==> src/rtl/counter_bank_par.sv <==
// Bank of independent up-counters with synchronised enables, registered terminal-count
// status, sticky hit flags and a masked OR-reduced terminal-count flag.
module counter_bank_par #(
    parameter int NUM_CH      = 32,
    parameter int CNT_W       = 16,
    parameter int SYNC_STAGES = 2,
    parameter int SATURATE    = 0
) (
    input  logic              clock,
    input  logic              reset_n,
    input  logic [NUM_CH-1:0] cen,
    input  logic [NUM_CH-1:0] mask,
    input  logic              sticky_clr,
    output logic [NUM_CH-1:0] term_vec,
    output logic [NUM_CH-1:0] sticky,
    output logic              cout
);

    logic [NUM_CH-1:0] tc;
    logic [NUM_CH-1:0] term_q;
    logic [NUM_CH-1:0] sticky_q;
    logic [NUM_CH-1:0] sticky_d;
    logic              cout_q;
    logic              cout_d;

    for (genvar gi = 0; gi < NUM_CH; gi++) begin : g_ch
        logic [SYNC_STAGES-1:0] sync_q;
        logic                   en;
        logic [CNT_W-1:0]       cnt_q;
        logic [CNT_W-1:0]       cnt_d;

        // cen is asynchronous; only the first synchroniser stage samples it.
        if (SYNC_STAGES == 1) begin : g_sync1
            always_ff @(posedge clock or negedge reset_n) begin
                if (!reset_n) begin
                    sync_q <= '0;
                end else begin
                    sync_q <= cen[gi];
                end
            end
        end else begin : g_syncn
            always_ff @(posedge clock or negedge reset_n) begin
                if (!reset_n) begin
                    sync_q <= '0;
                end else begin
                    sync_q <= {sync_q[SYNC_STAGES-2:0], cen[gi]};
                end
            end
        end

        assign en     = sync_q[SYNC_STAGES-1];
        assign tc[gi] = &cnt_q;

        always_comb begin
            cnt_d = cnt_q;
            if (!en) begin
                cnt_d = '0;
            end else if (!tc[gi]) begin
                cnt_d = cnt_q + CNT_W'(1);
            end else if (SATURATE == 0) begin
                cnt_d = '0;
            end
        end

        always_ff @(posedge clock or negedge reset_n) begin
            if (!reset_n) begin
                cnt_q <= '0;
            end else begin
                cnt_q <= cnt_d;
            end
        end
    end

    // A terminal-count hit sets the sticky flag even when a clear arrives in the same cycle.
    assign sticky_d = term_q | (sticky_q & ~{NUM_CH{sticky_clr}});
    assign cout_d   = |(term_q & ~mask);

    always_ff @(posedge clock or negedge reset_n) begin
        if (!reset_n) begin
            term_q   <= '0;
            sticky_q <= '0;
            cout_q   <= 1'b0;
        end else begin
            term_q   <= tc;
            sticky_q <= sticky_d;
            cout_q   <= cout_d;
        end
    end

    assign term_vec = term_q;
    assign sticky   = sticky_q;
    assign cout     = cout_q;

endmodule

==> config.mk <==
export PLATFORM = sky130hd
export DESIGN_NAME = counter_bank_par
export DESIGN_NICKNAME = d
export VERILOG_FILES = /design/src/rtl/counter_bank_par.sv
export SDC_FILE = /design/constraint.sdc
export NUM_CORES = 1
export LEC_CHECK = 0
export CAP_MARGIN = 20
export CORE_MARGIN = 2
export CORE_UTILIZATION = 41
export CTS_CLUSTER_SIZE = 28
export DETAILED_ROUTE_END_ITERATION = 10
export PLACE_DENSITY = 0.55
export RECOVER_POWER = 50
export SLEW_MARGIN = 20
export SYNTH_ARGS = -nofsm -noshare
export SYNTH_HDL_FRONTEND = slang
export SYNTH_SLANG_ARGS = --single-unit
==> constraint.sdc <==
create_clock -name clock -period 4.12 [get_ports clock]
set_input_delay 0.824 -clock clock [delete_from_list [all_inputs] [get_ports clock]]
set_output_delay 0.824 -clock clock [all_outputs]
set_load 0.05 [all_outputs]
; ---- After elaboration in Yosys (flattened, before gate mapping)
; Cells that the tools add are included.
; W data, S select, Z words.
[classes]
shift = 0
n_addsub = 32
eq_ne = 0
n_reduce_logical = 33
n_mul = 0
n_div = 0
order_cmp = 0
n_bitwise = 5
muxes = 64
[op_table]
columns = op, count
row1 = $mux W16, 64
row2 = $add A16 B1 Y16 const B, 32
row3 = $reduce_and A16 Y1, 32
row4 = $and A32 B32 Y32, 2
row5 = $not A32 Y32, 2
row6 = $or A32 B32 Y32, 1
row7 = $reduce_or A32 Y1, 1
[totals]
ram_bits = 0
latch_bits = 0
ff_bits = 641
mem_count = 0
word_cells = 201
out_inout_bits = 65
rom_bits = 0
inputBits = 67

; ---- Depth between registers and ports, before layout
[logic_depth]
word_depth = 3
depth_mapped = 7
ltp_nobuf = 5

; ---- Worst setup path after synthesis
; OpenSTA, ideal clock, no wires.
[synth_path]
kind = register to register
startpoint = register g_ch[9].cnt_q[0]
endpoint = register g_ch[9].cnt_q[11]
setup_ns = 0.121
period_less_slack_ns = 1.839
arrival_time_ns = 1.718
t_required_ns = 3.999
stages_incl_launch_ff = 8
path_buffers = 2
slack_ns = 2.281
cell_sequence = dfrtp_1 ha_1 nand4_1 or2_2 clkbuf_1 o31ai_1 buf_2 nor2_1
[synth_between]
elab_chain_cells = 3
word_cells_on_any_way = 4
classes_between = add/sub (1) / mux (2) / reduce/logical (1)
[synth_lines]
columns = item, line
row1 = start: declaration, 29  ; logic [CNT_W-1:0] cnt_q;
row2 = start signal: assignment, 69  ; cnt_q <= cnt_d;
row3 = $add A16 B1 Y16 or $reduce_and A16 Y1 (tied branches), "59, 52"
row4 = $mux W16 *, 58  ; end else if (!tc[gi]) begin
row5 = $mux W16 *, 56  ; if (!en) begin
row6 = net g_ch[9].cnt_d[11], 30  ; logic [CNT_W-1:0] cnt_d;
; The timed path passes the listed nets; every way through them passes the cells marked *.

==> flow_metrics.env <==
export IMPL_fmax_ghz=0.3452
export IMPL_arrival_ps=3100
export IMPL_cp_buffers_inverters=2
export IMPL_hold_buffers=0
export IMPL_htree_levels=3
export IMPL_vias=20061
export IMPL_cellPowerDensity_nw_per_um2=405.2
export IMPL_ioPinCount=132
export IMPL_cp_cell_sequence="buf_8 > clkbuf_2"
export IMPL_fin_skew_ps=17.56
export IMPL_ir_drop_mv=0.3293
export IMPL_rr_startpoint="g_ch[7].cnt_q[5]"
export IMPL_ant_nets=0
export IMPL_timing_hold_ws_ps=166.7
export IMPL_dieArea_um2=71850
export IMPL_tns_ps=0
export IMPL_final_instance_count_excl_fill=3957
export IMPL_end_kind="asynchronous set/reset pin"
export IMPL_p_sw_mw=2.988
export IMPL_place_congestion=0.8245
export IMPL_grt_pass1_vias=19923
export IMPL_met2_usage=0.2676
export IMPL_internal_power_mw=10.57
export IMPL_grt_max_degree=114
export IMPL_area_delta_synth_final_pct=17.05
export IMPL_critical_path_required_ps=4330
export IMPL_maxCapViolations=3
export IMPL_slew_headroom=-0.5945
export IMPL_sw_frac_of_total=0.2204
export IMPL_cts_sinks=641
export IMPL_min_period_ps=2897
export IMPL_wl_per_cell_um=15.06
export IMPL_gr_usage_met3=0.03015
export IMPL_yosysSeqAreaShare=0.5611
export IMPL_critPathSlowestCell="clkbuf_2"
export IMPL_leakagePower_nw=14.06
export IMPL_ys_flop_type="dfrtp_1"
export IMPL_crit_family="buffers and inverters"
export IMPL_netlist_area_um2=28590
export IMPL_period_share=0.7030
export IMPL_vias_per_cell=5.070
export IMPL_cts_max_path_buffers=3
export IMPL_synth_seq_cells=641
export IMPL_cts_inserted_buffers=74
export IMPL_violations="max-capacitance violations, max-slew violations"
export IMPL_drt_first_pass_iters=5
export IMPL_ctsRootBufferMaster="clkbuf_16"
export IMPL_clkTransAtPathRegs_ps=50
export IMPL_io_buffers=131
export IMPL_grt_use_met1=0.2400
export IMPL_hold_viol=0
export IMPL_crit_path_max_incr_delay_ps=1770
export IMPL_grt_use_total=0.1692
export IMPL_rsz0062_at_grt="no"
export IMPL_drt_iter0_drc=1403
export IMPL_hold_path_class="in -> async"
export IMPL_initial_core_util=0.4153
export IMPL_final_area_um2=33460
export IMPL_crit_start="reset_n"
export IMPL_core_area_um2=68830
export IMPL_synthDistinctLibCells=51
export IMPL_drc_errors=0
export IMPL_drv_slew=258
export IMPL_r2r_end="g_ch[7].cnt_q[7]"
export IMPL_dp_hpwl_um=40540
export IMPL_worst_setup_path_type="in -> async"
export IMPL_cts_setup_buffers=0
export IMPL_power_frac_seq=0.481
export IMPL_critPathLaunchType="input pin"
export IMPL_async_flop_share=1.000
export IMPL_dieWidth_um=268.1
export IMPL_dp_cells=3828
export IMPL_ctsResizeCount=0
export IMPL_setup_violations=0
export IMPL_worst_pin_slew_ps=2392
export IMPL_die_height_um=268.1
export IMPL_cts_tree="yes"
export IMPL_rrSetupSlack_ps=1930
export IMPL_endpoint="g_ch[20].sync_q[0]"
export IMPL_antenna_cells=0
export IMPL_syn_avg_cell_area_um2=10.23
export IMPL_path_max_fanout=96
export IMPL_yosysWarnings=0
export IMPL_overflow=0
export IMPL_totalWireLength_um=59610
export IMPL_grt_pass1_wl_um=99460
export IMPL_status="finished, violations left"
export IMPL_num_rows=96
export IMPL_top_usage_layer="met2"
export IMPL_crit_cells=2
export IMPL_antenna_found_initial=4
export IMPL_finish_net_count=3072
export IMPL_synth_edff_count=0
export IMPL_postPlaceCellArea_um2=31040
export IMPL_synthCells=2793
export IMPL_final_layout_size_suffix_gt1_frac=0.06279
export IMPL_r2r_cells=4
export IMPL_syn_nets=2892
export IMPL_combPwrFrac=0.033
export IMPL_p_clk_frac=0.486
export IMPL_clkLatencyLatePin_ps=600
## placed cells by master (no fill, tap or decap), types with 4 or more instances in the layout
cell,instances
or2_2,23
dlygate4sd3_1,32
buf_4,6
and3_1,46
ha_1,32
o22ai_1,17
clkinv_2,15
nor4_1,70
clkdlybuf4s50_1,98
nor2_1,493
and4_1,29
or4_1,7
nand2b_1,9
nand3_2,4
mux2i_1,10
nand3b_1,5
inv_1,165
o21ai_0,54
nand3_1,187
xnor2_1,246
a21oi_1,48
o31ai_1,5
and2_1,24
and2_0,5
nand2_1,118
a31o_2,14
o21a_1,4
clkbuf_1,13
clkbuf_16,81
nor3_1,105
dfrtp_1,641
xor2_1,132
o31ai_4,6
clkbuf_8,15
nand4_1,127
a21boi_0,8
a21o_1,32
or3_1,59
## per-stage QoR
step / worst slack [ps] / utilization / total power, mW
2_1_floorplan: 2281 / - / 6.820
3_3_place_gp: 1044 / 0.4509 / 7.100
3_5_place_dp: 1482 / 0.4510 / 7.114
4_1_cts: 1203 / 0.4869 / 13.84
5_1_grt: 660.7 / 0.4862 / 14.13
6_report: 1223 / 0.4862 / 13.56
## how the worst min path moves through the flow
stage / end / slack, ps / depth (start not counted)
2_1_floorplan: g_ch[0].sync_q[1] / 330 / 0
3_3_place_gp: g_ch[26].sync_q[1] / 330 / 0
3_5_place_dp: g_ch[2].sync_q[1] / 340 / 0
4_1_cts: g_ch[27].cnt_q[8] / 190 / 1
5_1_grt: g_ch[27].cnt_q[12] / 190 / 1
6_report: g_ch[27].cnt_q[12] / 170 / 1
## layout make-up
cell class              count  area (um^2)
inverters                 166        623.1
well taps                 931         1165
repair buffers            144         1440
multi-input cells        1946        11730
flip-flops and latches    641        16040
clock buffers             108         2278
clock inverters            21        188.9
fillers                  6260        35370
## layer usage
layer,share of wire,vias to the layer above,routed length (um)
met2,0.45,271,26820
met1,0.49,9781,29420
met4,0.022,2,1292
li1,-,9915,-
met3,0.035,92,2068
met5,0.00022,-,13
## cells in the mapped netlist (13+ instances only)
cell type / instances / area, um^2
o22ai_1: 17 / 106.4
nor4_1: 71 / 444.2
nand4_1: 127 / 794.5
nand2_1: 118 / 442.9
inv_1: 166 / 623.1
dfrtp_1: 641 / 16040
xnor2_1: 246 / 2155
buf_2: 13 / 65.06
a31o_2: 14 / 122.6
a21oi_1: 48 / 240.2
nand3_1: 187 / 935.9
and4_1: 29 / 254.0
and2_1: 29 / 181.4
ha_1: 32 / 400.4
and3_1: 46 / 287.8
nor2_1: 493 / 1851
xor2_1: 132 / 1156
clkbuf_1: 19 / 71.32
or2_2: 23 / 143.9
a21o_1: 32 / 240.2
nor3_1: 105 / 525.5
or3_1: 59 / 369.1
o21ai_0: 55 / 275.3
## flip-flops by register name, indices dropped and copies added, names as in the netlist
signal / count
g_ch.cnt_q: 512
g_ch.sync_q: 64
sticky: 32
term_vec: 32
cout: 1
## power groups by stage
| stage | logic, mW | clock network, mW | registers [mW] |
|---|---|---|---|
| 2_1_floorplan | 0.214 | 0 | 6.61 |
| 3_3_place_gp | 0.470 | 0 | 6.63 |
| 3_5_place_dp | 0.480 | 0 | 6.63 |
| 4_1_cts | 0.482 | 6.84 | 6.52 |
| 5_1_grt | 0.524 | 7.07 | 6.54 |
| 6_report | 0.450 | 6.58 | 6.52 |
## kinds of logic after synthesis
| family | count (synthesis) | synth area share |
|---|---|---|
| AND/OR/NAND/NOR | 1323 | 0.2284 |
| adder cells (fa/ha/maj) | 32 | 0.01401 |
| AO/OA/AOI/OAI | 203 | 0.04823 |
| XOR/XNOR | 378 | 0.1158 |
| flip-flops | 641 | 0.5611 |
| multiplexers | 10 | 0.003502 |
| buffers and inverters | 206 | 0.02893 |
Note: power is estimated with default switching activity, not from simulation.
